<file path="config.mk">
export PLATFORM = sky130hd
export DESIGN_NAME = cdb_arbiter_flat
export DESIGN_NICKNAME = d
export VERILOG_FILES = /design/src/rtl/cdb_arbiter_if.sv /design/src/rtl/cdb_arbiter.sv /design/src/flat_wrapper.sv
export SDC_FILE = /design/constraint.sdc
export NUM_CORES = 1
export LEC_CHECK = 0
export CORE_AREA = 2 2 96 98
export DETAILED_ROUTE_END_ITERATION = 8
export DIE_AREA = 0 0 98 100
export PLACE_DENSITY = 0.76
export SLEW_MARGIN = 20
export SYNTH_ARGS = -nofsm -noshare
export SYNTH_HDL_FRONTEND = slang
export SYNTH_SLANG_ARGS = --single-unit
</file>
<file path="constraint.sdc">
create_clock -name clk1 -period 3.5 [get_ports clk1]
set_input_delay 0.525 -clock clk1 [delete_from_list [all_inputs] [get_ports clk1]]
set_output_delay 0.525 -clock clk1 [all_outputs]
set_load 0.01 [all_outputs]
</file>
<file path="src/rtl/cdb_arbiter_if.sv">
// Common Data Bus arbiter bus bundle.
// Carries the per-unit result offers (valid/tag/data with ready back-pressure)
// and the registered CDB broadcast. The execution units and the consumers of the
// broadcast use the master view; the arbiter uses the slave view.
interface cdb_arbiter_if #(
    parameter int NREQ   = 3,
    parameter int TAG_W  = 3,
    parameter int DATA_W = 16
);
    logic [NREQ-1:0]        req_valid;
    logic [NREQ*TAG_W-1:0]  req_tag;
    logic [NREQ*DATA_W-1:0] req_data;
    logic [NREQ-1:0]        req_ready;
    logic                   cdb_valid;
    logic [TAG_W-1:0]       cdb_tag;
    logic [DATA_W-1:0]      cdb_data;
    logic [1:0]             cdb_src;

    modport master (
        output req_valid, req_tag, req_data,
        input  req_ready, cdb_valid, cdb_tag, cdb_data, cdb_src
    );

    modport slave (
        input  req_valid, req_tag, req_data,
        output req_ready, cdb_valid, cdb_tag, cdb_data, cdb_src
    );
endinterface

</file>
<file path="src/rtl/cdb_arbiter.sv">
// Common Data Bus arbiter for the Tomasulo core.
// Each execution unit (0=ADD, 1=MUL, 2=BCH) parks one tagged result in its own
// hold slot; one slot per cycle wins the CDB and is broadcast from registers.
// Optional feature macro CDB_AGE_PRIO_EN: when defined, the winner is the held
// result closest to rob_head (oldest first, ties to the lower unit index) and the
// round-robin pointer is frozen; when undefined, arbitration is round-robin and
// rob_head is ignored.
module cdb_arbiter #(
    parameter int NREQ   = 3,
    parameter int TAG_W  = 3,
    parameter int DATA_W = 16
) (
    input  logic             clk1,
    input  logic             rst,
    input  logic             flush,
    input  logic [TAG_W-1:0] rob_head,
    cdb_arbiter_if.slave     bus
);

    localparam int PTR_W = (NREQ > 1) ? $clog2(NREQ) : 1;
    localparam int POS_W = PTR_W + 1;

    // Hold slots
    logic [NREQ-1:0]   hold_valid_r;
    logic [TAG_W-1:0]  hold_tag_r  [NREQ];
    logic [DATA_W-1:0] hold_data_r [NREQ];

    // Arbitration state and results
    logic [PTR_W-1:0]  rr_ptr_r;
    logic [PTR_W-1:0]  rr_next_s;
    logic [PTR_W-1:0]  win_s;
    logic              any_s;
    logic [NREQ-1:0]   grant_s;
    logic [NREQ-1:0]   req_ready_s;

    // Registered broadcast
    logic              cdb_valid_r;
    logic [TAG_W-1:0]  cdb_tag_r;
    logic [DATA_W-1:0] cdb_data_r;
    logic [1:0]        cdb_src_r;

`ifdef CDB_AGE_PRIO_EN
    logic [TAG_W-1:0]  age_s;
    logic [TAG_W-1:0]  best_age_s;
    logic              unused_rr_s;

    assign unused_rr_s = ^{rr_ptr_r, rr_next_s};

    // Oldest-first selection: smallest distance from the ROB head wins, lower index on ties
    always_comb begin
        win_s      = '0;
        any_s      = 1'b0;
        age_s      = '0;
        best_age_s = '1;
        for (int i = 0; i < NREQ; i++) begin
            age_s = hold_tag_r[i] - rob_head;
            if (hold_valid_r[i] && (!any_s || (age_s < best_age_s))) begin
                any_s      = 1'b1;
                best_age_s = age_s;
                win_s      = PTR_W'(i);
            end else begin
                best_age_s = best_age_s;
            end
        end
    end
`else
    logic [POS_W-1:0]  pos_s;
    logic              unused_head_s;

    assign unused_head_s = ^rob_head;

    // Round-robin selection: scan from rr_ptr with wrap, first occupied slot wins
    always_comb begin
        win_s = '0;
        any_s = 1'b0;
        pos_s = '0;
        for (int k = 0; k < NREQ; k++) begin
            pos_s = {1'b0, rr_ptr_r} + POS_W'(k);
            if (pos_s >= POS_W'(NREQ)) begin
                pos_s = pos_s - POS_W'(NREQ);
            end else begin
                pos_s = pos_s;
            end
            if (!any_s && hold_valid_r[pos_s[PTR_W-1:0]]) begin
                any_s = 1'b1;
                win_s = pos_s[PTR_W-1:0];
            end else begin
                any_s = any_s;
            end
        end
    end
`endif

    // One-hot grant, ready back-pressure and the next round-robin pointer
    always_comb begin
        grant_s = '0;
        for (int i = 0; i < NREQ; i++) begin
            if (any_s && (win_s == PTR_W'(i))) begin
                grant_s[i] = 1'b1;
            end else begin
                grant_s[i] = 1'b0;
            end
        end
        // A slot that is being granted may be refilled on the same edge
        if (flush) begin
            req_ready_s = '0;
        end else begin
            req_ready_s = ~hold_valid_r | grant_s;
        end
        if (win_s == PTR_W'(NREQ - 1)) begin
            rr_next_s = '0;
        end else begin
            rr_next_s = win_s + PTR_W'(1);
        end
    end

    // Hold slot capture on transfer and release on grant; flush drops everything
    always_ff @(posedge clk1) begin
        if (rst) begin
            hold_valid_r <= '0;
            for (int i = 0; i < NREQ; i++) begin
                hold_tag_r[i]  <= '0;
                hold_data_r[i] <= '0;
            end
        end else if (flush) begin
            hold_valid_r <= '0;
        end else begin
            for (int i = 0; i < NREQ; i++) begin
                if (bus.req_valid[i] && req_ready_s[i]) begin
                    hold_valid_r[i] <= 1'b1;
                    hold_tag_r[i]   <= bus.req_tag[i*TAG_W +: TAG_W];
                    hold_data_r[i]  <= bus.req_data[i*DATA_W +: DATA_W];
                end else if (grant_s[i]) begin
                    hold_valid_r[i] <= 1'b0;
                end else begin
                    hold_valid_r[i] <= hold_valid_r[i];
                end
            end
        end
    end

    // Broadcast register and round-robin pointer update on each grant
    always_ff @(posedge clk1) begin
        if (rst) begin
            cdb_valid_r <= 1'b0;
            cdb_tag_r   <= '0;
            cdb_data_r  <= '0;
            cdb_src_r   <= 2'd0;
            rr_ptr_r    <= '0;
        end else if (flush) begin
            cdb_valid_r <= 1'b0;
        end else if (any_s) begin
            cdb_valid_r <= 1'b1;
            cdb_tag_r   <= hold_tag_r[win_s];
            cdb_data_r  <= hold_data_r[win_s];
            cdb_src_r   <= 2'(win_s);
`ifdef CDB_AGE_PRIO_EN
            rr_ptr_r    <= rr_ptr_r;
`else
            rr_ptr_r    <= rr_next_s;
`endif
        end else begin
            cdb_valid_r <= 1'b0;
        end
    end

    assign bus.req_ready = req_ready_s;
    assign bus.cdb_valid = cdb_valid_r;
    assign bus.cdb_tag   = cdb_tag_r;
    assign bus.cdb_data  = cdb_data_r;
    assign bus.cdb_src   = cdb_src_r;

endmodule

</file>
<file path="src/flat_wrapper.sv">
// flat-port wrapper written by rule: the top's interface ports become plain ports
module cdb_arbiter_flat 
#(
    parameter int NREQ   = 3,
    parameter int TAG_W  = 3,
    parameter int DATA_W = 16
)
  (clk1, rst, flush, rob_head, bus_req_valid, bus_req_tag, bus_req_data, bus_req_ready, bus_cdb_valid, bus_cdb_tag, bus_cdb_data, bus_cdb_src);
  cdb_arbiter_if #(.NREQ(NREQ), .TAG_W(TAG_W), .DATA_W(DATA_W)) bus_i ();
  input  logic clk1;
  input  logic rst;
  input  logic flush;
  input  logic [TAG_W-1:0] rob_head;
  input wire logic [$bits(bus_i.req_valid)-1:0] bus_req_valid;
  input wire logic [$bits(bus_i.req_tag)-1:0] bus_req_tag;
  input wire logic [$bits(bus_i.req_data)-1:0] bus_req_data;
  output wire logic [$bits(bus_i.req_ready)-1:0] bus_req_ready;
  output wire logic [$bits(bus_i.cdb_valid)-1:0] bus_cdb_valid;
  output wire logic [$bits(bus_i.cdb_tag)-1:0] bus_cdb_tag;
  output wire logic [$bits(bus_i.cdb_data)-1:0] bus_cdb_data;
  output wire logic [$bits(bus_i.cdb_src)-1:0] bus_cdb_src;
  assign bus_i.req_valid = bus_req_valid;
  assign bus_i.req_tag = bus_req_tag;
  assign bus_i.req_data = bus_req_data;
  assign bus_req_ready = bus_i.req_ready;
  assign bus_cdb_valid = bus_i.cdb_valid;
  assign bus_cdb_tag = bus_i.cdb_tag;
  assign bus_cdb_data = bus_i.cdb_data;
  assign bus_cdb_src = bus_i.cdb_src;
  cdb_arbiter #(.NREQ(NREQ), .TAG_W(TAG_W), .DATA_W(DATA_W)) u_core (.clk1(clk1), .rst(rst), .flush(flush), .rob_head(rob_head), .bus(bus_i));
endmodule
</file>
==> results.ini <==
[clock_tree]
cts_setup_buffers = 0
cts_tree = done
post_cts_resize_count = 0
cts_hold_buf = 0
clockBufferDepth = 2
clkSinkCount = 84
cts_made_buffers = 9
h-tree-depth = 3
clk_latency_ns = 0.34
ctsRootBufferMaster = clkbuf_8
clk_pin_slew_ns = 0.08

[drt]
drt_first_pass_iters = 5
ant_nets = 0
wl_per_cell_microns = 16.8
totalWireLength_mm = 9.81
detailroute.via_count = 3283
drc_errors = 0
drt_iter0_markers = 176
viasPerCell = 5.62

[placed_design]
dpl_worst_slack_ns = 0.412
dpl-instance-area_sq_mm = 0.00535
io_buffer_count = 87
gp_congestion = 0.819
dp_hpwl_mm = 6.91

[outcome]
outcome = finished, final reports clean

[finish]
nets = 538
multiInputGateArea_sq_mm = 0.00170
design_area_sq_mm = 0.00558
final_core_util = 0.627
n_antenna_cell = 0
syn_to_final_growth_pct = 28.9
layout_commonest_cell = clkdlybuf4s50_1
fill_cells = 686
final_layout_size_suffix_gt1_frac = 0.195
layout_common_cells = clkdlybuf4s50_1 (86), inv_1 (66), edfxtp_1 (57)
ff_latch_area_sq_mm = 0.00225

[sta]
min_period_over_period = 0.956
drv_slew = 0
hold_viol = 0
whs_ns = 0.457
fmax_ghz = 0.299
tightest_slew_ns = 0.696
setup_ws_ns = 0.153
max_slew_margin = 0.536
fin_crit_ns = 3.35
skew_ns = 0.00825
tns_ns = 0
setup_viol = 0

[critical_path]
cp.arrival_ns = 2.82
required_ns = 2.97
critPathKind = reg -> out
path_max_fanout = 11
max_stage_delay_ns = 0.54
cp_cell_sequence = inv_1 > ha_1 > nor2b_1 > o21ai_1 > nand3_2 > and2_4 > o21a_1 > nor2_1 > clkdlybuf4s50_1
crit_slowest_cell = clkdlybuf4s50_1
cp-start-kind = flip-flop
cp-end-kind = primary output
crit_family = simple AND/OR/NAND/NOR gates
worst-path-buf-inv = 2

[power_and_ir_drop]
power_density_mw_per_mm2 = 442
ir_drop_uv = 226
p_leak_nw = 2.09

[floorplanning]
die_w_microns = 98
dieArea_sq_mm = 0.00980
die_h_microns = 100
fp.coreArea_sq_mm = 0.00889
std_cell_rows = 35
num_io_pins = 91
start_util = 0.487

[logic_synthesis]
synth_top_area_share = 0.396
postSynthNetCount = 456
synthesis.area_sq_mm = 0.00433
netlist_instances = 386
synth_edf_count = 57
async_flop_share = 0
ys_types = 41
ys_ff_latch = 84
syn_area_per_cell_sq_um = 11.2
synth_warnings = 0
ys_top_cells_by_area = edfxtp_1 (40%), dfxtp_1 (12%), a311oi_1 (7.5%)
ys_seq_area_frac = 0.521
ys.flop_type = edfxtp_1
yosysTopAreaCell = edfxtp_1

[min_path]
hp-class = reg -> reg

[grt]
gr-total-overflow = 0
grt_max_degree = 33
grt.total_usage = 0.196
antenna_found_initial = 0
grt_pass1_wl_mm = 15.3
grt_pass1_vias = 3182

[job]
cap_violations = 0

cell type report:
type / count / share of cell area
clock buffer: 10 / 0.0229
timing repair buffer: 105 / 0.186
multi-input combinational: 202 / 0.305
tap: 111 / 0.0249
inverter: 66 / 0.0444
clock inverter: 6 / 0.0128
sequential: 84 / 0.404
where the power goes:
group	total [W]	switching (W)	internal [W]	leakage (nW)
Sequential	0.00120	0.0000371	0.00116	0.823
Clock	0.000693	0.000356	0.000336	0.0935
Combinational	0.000573	0.000303	0.000270	1.17
final timing paths:
check        cells after the start  slack, ns                          startpoint                                     end
max                              9       0.15     u_core.rr_ptr_r[0]$_SDFFE_PP0P_                        bus_req_ready[0]
min                              2       0.46  u_core.bus.cdb_src[0]$_SDFFE_PP0P_      u_core.bus.cdb_src[0]$_SDFFE_PP0P_
max reg2reg                      9       0.40     u_core.rr_ptr_r[0]$_SDFFE_PP0P_  u_core.hold_data_r[0][5]$_SDFFCE_PN0P_
min reg2reg                      2       0.46  u_core.bus.cdb_src[0]$_SDFFE_PP0P_      u_core.bus.cdb_src[0]$_SDFFE_PP0P_
worst reg2reg max path, cell delays in order, from the launching register on:
cell and delay (ns):
dfxtp_1 0.39, inv_1 0.08, ha_1 0.39, nor2b_1 0.17, o21ai_1 0.18, nand3_2 0.16
and2_4 0.25, o41a_2 0.71, buf_4 0.30, a311oi_2 0.28
registers in the layout (all words and copies together), names as in the netlist:
name	cells
u_core.bus.cdb_data	16
u_core.rr_ptr_r	2
u_core.bus.cdb_src	2
u_core.hold_valid_r	3
u_core.hold_data_r	48
u_core.hold_tag_r	9
u_core.bus.cdb_valid	1
u_core.bus.cdb_tag	3
through the flow:
step,instances,power (W)
6_report,584,0.00246
5_1_grt,584,0.00256
4_1_cts,583,0.00246
3_5_place_dp,567,0.00178
3_3_place_gp,567,0.00177
2_1_floorplan,386,0.00155
cell usage after synthesis (2+ instances only):
master and instances:
inv_1 66, edfxtp_1 57, a311oi_1 37, dfxtp_1 27
nor2_1 24, clkbuf_1 21, o21ai_0 21, a311oi_2 20
mux2_2 20, o2bb2ai_1 19, a21oi_1 11, buf_2 10
nand2_1 7, ha_1 4, o21a_1 4, buf_6 3
nand2b_1 3, nor2b_1 3, o21ai_1 3, and3b_1 2
mux2_4 2, nand3_1 2, or3_1 2
cells by family after synthesis:
logic type	Yosys count	share of synthesized area
AO/OA/AOI/OAI	122	0.246
adder cells (fa/ha/maj)	4	0.0116
buffers and inverters	101	0.0966
flip-flops	84	0.521
multiplexers	24	0.0665
AND/OR/NAND/NOR	51	0.0584
layer usage:
layer / GRT usage / wire (microns)
met1: 0.262 / 4150
met2: 0.330 / 4890
met3: 0.0279 / 615
met4: 0.0694 / 148
met5: 0 / 0
Power figures use the tool's default switching activity.
